### src/rtl/rlbp_code_fifo.sv
// RLBP code FIFO: packs comparator bits into 8-bit LBP codes and buffers them for Wishbone readout.
// Optional level interrupt is built when RLBP_FIFO_IRQ_EN is defined.
module rlbp_code_fifo #(
  parameter int DEPTH     = 8,
  parameter bit MSB_FIRST = 1'b1
) (
  input  logic        wb_clk_i,
  input  logic        wb_rst_i,
  input  logic        wbs_stb_i,
  input  logic        wbs_cyc_i,
  input  logic        wbs_we_i,
  input  logic [3:0]  wbs_sel_i,
  input  logic [31:0] wbs_adr_i,
  input  logic [31:0] wbs_dat_i,
  output logic        wbs_ack_o,
  output logic [31:0] wbs_dat_o,
  input  logic        cmp_bit,
  input  logic        cmp_valid,
  input  logic        frame_sync,
  output logic        irq_o
);
  localparam int PW = $clog2(DEPTH);
  localparam logic [PW:0] LVL_FULL = (PW+1)'(DEPTH);

  logic [7:0]    mem [DEPTH];
  logic [PW-1:0] wr_ptr, rd_ptr;
  logic [PW:0]   level;
  logic [2:0]    cnt;
  logic [7:0]    asm_q, asm_nxt;
  logic          en, udf, ovf, served;
  logic [3:0]    thr;
  logic          empty, full;
  logic          req, wr, rd_data, pop, udf_set, ctrl_wr, stat_wr, clr;
  logic          shift, push, push_ok, ovf_set;
  logic [7:0]    off;
  logic [31:0]   rdata;

  assign empty = (level == '0);
  assign full  = (level == LVL_FULL);

  // served blocks re-triggering while the master keeps the strobe asserted
  assign off     = wbs_adr_i[7:0];
  assign req     = wbs_cyc_i & wbs_stb_i & (wbs_adr_i[31:28] == 4'h3) & ~wbs_ack_o & ~served;
  assign wr      = req & wbs_we_i & wbs_sel_i[0];
  assign rd_data = req & ~wbs_we_i & (off == 8'h40);
  assign pop     = rd_data & ~empty;
  assign udf_set = rd_data & empty;
  assign ctrl_wr = wr & (off == 8'h48);
  assign stat_wr = wr & (off == 8'h44);
  assign clr     = ctrl_wr & wbs_dat_i[1];

  assign asm_nxt = MSB_FIRST ? {asm_q[6:0], cmp_bit} : {cmp_bit, asm_q[7:1]};
  assign shift   = en & cmp_valid & ~frame_sync;
  assign push    = shift & (cnt == 3'd7) & ~clr;
  // a simultaneous pop frees the slot, so a full FIFO can still accept
  assign push_ok = push & (~full | pop);
  assign ovf_set = push & ~push_ok;

  always_comb begin
    rdata = '0;
    case (off)
      8'h40: rdata = {23'b0, empty, empty ? 8'h00 : mem[rd_ptr]};
      8'h44: rdata = {16'b0, 8'(level), 4'b0, udf, ovf, full, empty};
      8'h48: rdata = {20'b0, thr, 6'b0, 1'b0, en};
      default: rdata = '0;
    endcase
  end

  always_ff @(posedge wb_clk_i)
    if (push_ok && !wb_rst_i) mem[wr_ptr] <= asm_nxt;

  always_ff @(posedge wb_clk_i) begin
    if (wb_rst_i) begin
      wbs_ack_o <= 1'b0;
      wbs_dat_o <= '0;
      served    <= 1'b0;
      wr_ptr    <= '0;
      rd_ptr    <= '0;
      level     <= '0;
      cnt       <= '0;
      asm_q     <= '0;
      en        <= 1'b0;
      udf       <= 1'b0;
      ovf       <= 1'b0;
    end else begin
      wbs_ack_o <= req;
      wbs_dat_o <= (req && !wbs_we_i) ? rdata : 32'h0;
      served    <= wbs_cyc_i & wbs_stb_i & (served | req);
      if (ctrl_wr) en <= wbs_dat_i[0];
      if (shift) asm_q <= asm_nxt;
      if (clr) begin
        wr_ptr <= '0;
        rd_ptr <= '0;
        level  <= '0;
        cnt    <= '0;
        udf    <= 1'b0;
        ovf    <= 1'b0;
      end else begin
        if (push_ok) wr_ptr <= wr_ptr + 1'b1;
        if (pop)     rd_ptr <= rd_ptr + 1'b1;
        level <= level + (PW+1)'(push_ok) - (PW+1)'(pop);
        if (frame_sync) cnt <= '0;
        else if (shift) cnt <= cnt + 3'd1;
        udf <= (udf & ~(stat_wr & wbs_dat_i[3])) | udf_set;
        ovf <= (ovf & ~(stat_wr & wbs_dat_i[2])) | ovf_set;
      end
    end
  end

`ifdef RLBP_FIFO_IRQ_EN
  logic irq_q;
  always_ff @(posedge wb_clk_i) begin
    if (wb_rst_i) begin
      thr   <= '0;
      irq_q <= 1'b0;
    end else begin
      if (ctrl_wr) thr <= wbs_dat_i[11:8];
      irq_q <= en & (5'(level) >= {1'b0, thr}) & (thr != 4'd0);
    end
  end
  assign irq_o = irq_q;
`else
  assign thr   = 4'd0;
  assign irq_o = 1'b0;
`endif

  logic unused;
  assign unused = ^{wbs_dat_i[31:4], wbs_adr_i[27:8], wbs_sel_i[3:1]};
endmodule

### config.mk
export PLATFORM = sky130hd
export DESIGN_NAME = rlbp_code_fifo
export DESIGN_NICKNAME = d
export VERILOG_FILES = /design/src/rtl/rlbp_code_fifo.sv
export SDC_FILE = /design/constraint.sdc
export NUM_CORES = 1
export LEC_CHECK = 0
export ABC_AREA = 1
export BUFFER_PORTS_ARGS = -buffer_cell sky130_fd_sc_hd__clkbuf_2
export CAP_MARGIN = 10
export CORE_MARGIN = 4
export CORE_UTILIZATION = 55
export CTS_BUF_LIST = sky130_fd_sc_hd__clkbuf_8
export DETAILED_ROUTE_END_ITERATION = 8
export MAX_ROUTING_LAYER = met4
export PLACE_DENSITY = 0.82
export SLEW_MARGIN = 20
export SYNTH_ARGS = -nofsm -noshare
export SYNTH_HDL_FRONTEND = slang
export SYNTH_SLANG_ARGS = --single-unit
export TNS_END_PERCENT = 5
### constraint.sdc
create_clock -name wb_clk_i -period 3.1 [get_ports wb_clk_i]
set_input_delay 0.62 -clock wb_clk_i [delete_from_list [all_inputs] [get_ports wb_clk_i]]
set_output_delay 0.62 -clock wb_clk_i [all_outputs]
set_load 0.02 [all_outputs]
After elaboration in Yosys (flattened, before gate mapping)
Memory sizes are Yosys's and may differ from the RTL's. A register that Yosys moved wholly into a read port is not among the register bits. Cells that the tools add are included.

Add/subtract/negate cells: 5. Multiply operators: 0. Divide/modulo/power cells: 0. Magnitude comparators: 0. Eq/ne operators: 6. Shift operators: 0. Multiplexer cells: 6. Bitwise operators: 39. Reductions and logical operators: 8.

Operators with widths (count): $pmux 12 s3 (1); $and 1x1->1 (24); $eq 8x7->1 const B (3); $not 1->1 (11); $add 3x1->3 const B (3); $mux 8 (1); $mux 3 (2); $add 4x1->4 (1); $eq 4x2->1 const B (1); $eq 4x4->1 const B (1); $logic_not 4->1 (1); $or 1x1->1 (4); $reduce_or 2->1 (2); $sub 4x1->4 (1); $eq 3x3->1 const B (1); $reduce_or 3->1 (1); $logic_and 1x1->1 (2); $logic_not 1->1 (2); $mux 1 (2).

Flip-flop bits (word level): 57. Bits in latches: 0. Memory bits (writable): 64. Memory bits (read-only): 0. Input port bits: 76. Output and inout bits: 34. Logic and storage cells: 76. Memories kept: 1.

Memories: mem (depth 8, bits a word 8, rd ports 1, clocked after Yosys merged registers in 1, wr ports 1, line 25) `logic [7:0] mem [DEPTH];`.

Depth between registers and ports, before layout
Depth after elaboration: 14. Mapped depth: 15. Depth with buffers taken out: 15.

Worst setup path after synthesis
OpenSTA, ideal clock, no wires.

Path kind: in2reg. Start: in wbs_adr_i[2]. End: reg level[2]. Arrival: 2.424 ns. Setup slack: 0.560 ns. Stages: 14. Buffers on the path: 0. Path through: or2_0 nor2_2 nand3_2 inv_2 nand2_4 nand2_4 nand3_4 ha_1 inv_1 ha_1 inv_1 fa_1 xor2_1 nor2_1.

Word-level cells in the longest chain between the ends: 8. Elaborated cells between the ends (all ways): 13. Those cells by class: add/sub: 2; eq/ne: 2; bitwise: 8; reduce/logical: 1.

Ends and longest elaborated chain: from (decl) (line 13) `input logic [31:0] wbs_adr_i,`; $eq 8x7->1 (line 48) `assign ctrl_wr = wr & (off == 8'h48);`; $and 1x1->1 (line 48); $and 1x1->1 (line 50) `assign clr = ctrl_wr & wbs_dat_i[1];`; $not 1->1 (line 54) `assign push = shift & (cnt == 3'd7) & ~clr;`; $and 1x1->1 (line 54); $and 1x1->1 (line 56) `assign push_ok = push & (~full | pop);`; $add 4x1->4 (line 101) `level <= level + (PW+1)'(push_ok) - (PW+1)'(pop);`; $sub 4x1->4 (line 101); to (signal assigned) (line 101); to (decl) (line 27) `logic [PW:0] level;`.

Parallel ways exist; a longest one is shown, timed or not. A chain may end at the register's enable or synchronous reset.

Worst setup path in the final report
Start: reg level[2]. End: reg level[2].

Word-level cells in the longest chain between the ends: 7. Elaborated cells between the ends (all ways): 9. Those cells by class: add/sub: 2; eq/ne: 1; bitwise: 5; reduce/logical: 1.

Ends and longest elaborated chain: $logic_not 4->1 (line 38) `assign empty = (level == '0);`; $not 1->1 (line 46) `assign pop = rd_data & ~empty;`; $and 1x1->1 (line 46); $or 1x1->1 (line 56); $and 1x1->1 (line 56); $add 4x1->4 (line 101); $sub 4x1->4 (*) (line 101).

Mark *: on every way between the ends. The rest lies on a longest branch, timed or not.

==> impl_metrics.json <==
{
  "status": "complete, no violations",
  "clk_pin_slew_worst_paths_ps": 100,
  "setup_viol": 0,
  "rrSetupSlack_ps": 580,
  "layout_common_cells": "nor2_1, edfxtp_1, nand2_1, dfxtp_1, o21ai_0",
  "route.met3.wl_um": 573,
  "antenna_found_initial": 0,
  "crit_required_ps": 3340,
  "ys.flop_type": "edfxtp_1",
  "r2r_end": "level[2]$_SDFF_PP0_",
  "die_x_um": 97.84,
  "min_period_over_period": 0.8130,
  "critPathMaxFanout": 5,
  "hold_buffers": 0,
  "worstMarginPinSlew_ps": 908.9,
  "ff2ff_path_depth": 15,
  "p_leak_nw": 1.976,
  "worstPathCellList": "inv_1 > ha_1 > nand3_1 > nand3_2 > inv_2 > nand2_4 > nand2_4 > nand3_4 > ha_1 > inv_1 > ha_1 > inv_1 > fa_1 > xor2_1 > nor2_1",
  "fillCellCount": 586,
  "top_layer": "met4",
  "peakVddDrop_uv": 261.0,
  "initial_core_util": 0.5686,
  "root_buffer": "clkbuf_8",
  "rows": 32,
  "cts.sinks": 104,
  "fmax_mhz": 396.8,
  "vias": 3079,
  "final_common_cell": "nor2_1",
  "drtIter0Drc": 216,
  "hpwl_um": 6394,
  "ant_nets": 0,
  "finalClockSkew_ps": 14.86,
  "ys_async_sr_fraction": 0,
  "cap_violations": 0,
  "numCtsBuffers": 9,
  "syn_area_per_cell_um2": 10.35,
  "synth_edf_count": 64,
  "grt_pass1_vias": 3002,
  "routedLengthMet1_um": 3709,
  "synth_area_um2": 4439,
  "finalHoldViolCount": 0,
  "finalMaxSlewViolations": 0,
  "dieHeight_um": 97.84,
  "antenna_cells": 0,
  "fin_nets": 561,
  "drc": 0,
  "drive_above_1_share": 0.1733,
  "finalCriticalPeriod_ps": 2520,
  "reg2reg_from": "level[2]$_SDFF_PP0_",
  "startpoint_type": "register",
  "io_pins": 110,
  "clock_latency_ps": 360,
  "regArea_um2": 2723,
  "syn_inst": 429,
  "slowest_stage": "fa_1",
  "routed_wl_um": 9129,
  "stdcell_count": 581,
  "post_cts_resized": 0,
  "dr.pass1.iters": 5,
  "cpPeakStageDelay_ps": 370,
  "post_cts_buffers": 0,
  "hold_depth": 2,
  "wl_met2_um": 4770,
  "yosys_warnings": 0,
  "hp-start": "ovf$_SDFF_PP0_",
  "fin_tns_setup_ps": 0,
  "grt_pass1_wl_um": 14810,
  "synth-seq-area-share": 0.6133,
  "whs_endpoint": "ovf$_SDFF_PP0_",
  "grt_max_degree": 33,
  "grt_usage": 0.2018,
  "gp_congestion": 0.8567,
  "io_buffers": 37,
  "grt-ovfl-total": 0,
  "routed_via_density": 5.299,
  "ys_ff_latch": 104,
  "worst-path-buf-inv": 4,
  "hp-class": "register to register",
  "place_inst": 565,
  "arrival_ps": 2760,
  "routedWlPerCell_um": 15.71,
  "pwr_density_cell_nw_per_um2": 473.2,
  "rsz0062_at_grt": "false",
  "critPathTopFamily": "adder cells",
  "timing.max_slew.rel_slack": 0.3934,
  "tritoncts": "built",
  "end_kind": "register",
  "synthDistinctLibCells": 31,
  "multiInputGateArea_um2": 1431,
  "dieArea_um2": 9573,
  "htreeDepth": 3,
  "max-clock-path-buffers": 2,
  "core_area_um2": 7807,
  "path_class": "register to register",
  "syn2layout_area_growth_pct": 10.01
}
-- routing by layer --
| layer | GRT usage | vias up |
|---|---|---|
| met4 | 0.06709 | 0 |
| met3 | 0.02857 | 8 |
| met2 | 0.3461 | 105 |
| li1 | - | 1501 |
| met1 | 0.2458 | 1465 |
| met5 | - | - |
-- how the worst max path moves through the flow --
stage,from,to,slack (ps),cells past startpoint
finish,level[2]$_SDFF_PP0_,level[2]$_SDFF_PP0_,580,15
global route,level[2]$_SDFF_PP0_,level[2]$_SDFF_PP0_,370,15
CTS,level[2]$_SDFF_PP0_,level[2]$_SDFF_PP0_,550,15
detailed placement,wbs_adr_i[2],level[2]$_SDFF_PP0_,270,15
global placement,wbs_adr_i[2],level[2]$_SDFF_PP0_,300,15
floorplan,wbs_adr_i[2],level[2]$_SDFF_PP0_,560,14
-- flip-flops by register name, indices dropped and copies added (netlist names), 3 cells and up, named ones only --
name       flops
asm_q          7
cnt            3
level          4
mem           64
rd_ptr         3
wbs_dat_o     12
wr_ptr         3
-- final cells by class --
| class | instances | share of cell area |
|---|---|---|
| Clock buffer | 9 | 0.02537 |
| Clock inverter | 7 | 0.01307 |
| Inverter | 41 | 0.03151 |
| Multi-Input combinational cell | 271 | 0.2931 |
| Sequential cell | 104 | 0.5575 |
| Tap cell | 102 | 0.02613 |
| Timing Repair Buffer | 47 | 0.05329 |
-- cells by family (layout without fill, tap and decap cells) --
logic type | Yosys count | count (layout) | share of synthesized area
AO/OA/AOI/OAI | 76 | 76 | 0.09555
XOR/XNOR | 5 | 5 | 0.009864
adder cells (fa/ha/maj) | 11 | 11 | 0.03269
buffers and inverters | 74 | 104 | 0.08117
flip-flops | 104 | 104 | 0.6133
other | 1 | 21 | 0.0008447
AND/OR/NAND/NOR | 158 | 158 | 0.1666
-- power breakdown --
group / switching (mW) / leakage, nW / internal, mW / total, mW
Clock: 0.488 / 0.0934 / 0.308 / 0.795
Sequential: 0.0000964 / 0.997 / 1.45 / 1.45
Combinational: 0.0481 / 0.886 / 0.0165 / 0.0646
Total: 0.536 / 1.98 / 1.78 / 2.31
-- through the flow --
stage / setup slack [ps] / util / area (µm²) / power, mW / hold slack [ps]
after floorplan: 560.4 / - / 4514 / 1.545 / 438.4
after global placement: 304.6 / 0.6014 / 4696 / 1.544 / 447.2
after detailed placement: 269.1 / 0.6014 / 4696 / 1.546 / 464.1
after CTS: 553.8 / 0.6255 / 4883 / 2.320 / 478.0
after global routing: 370.9 / 0.6255 / 4883 / 2.381 / 493.4
final: 579.8 / 0.6255 / 4883 / 2.311 / 478.5
-- synthesized netlist by cell type (7+ instances only) --
master    instances  area, µm²
nor2_1           72      270.3
edfxtp_1         64       1922
nand2_1          43      161.4
dfxtp_1          40      800.8
o21ai_0          39      195.2
inv_1            37      138.9
buf_4            22      165.2
a21oi_1          18      90.09
nand3_1          16      80.08
clkbuf_1         11      41.29
ha_1             10      125.1
o22ai_1          10      62.56
o221ai_1          7      61.31
-- worst register-to-register path, stage by stage (launching register included) --
cell and delay (ps):
dfxtp_1 320, inv_1 80, ha_1 210, nand3_1 140, nand3_2 140, inv_2 160, nand2_4 90, nand2_4 70
nand3_4 80, ha_1 290, inv_1 50, ha_1 150, inv_1 50, fa_1 370, xor2_1 140, nor2_1 60
No activity file was read; power rests on OpenSTA's default activity.
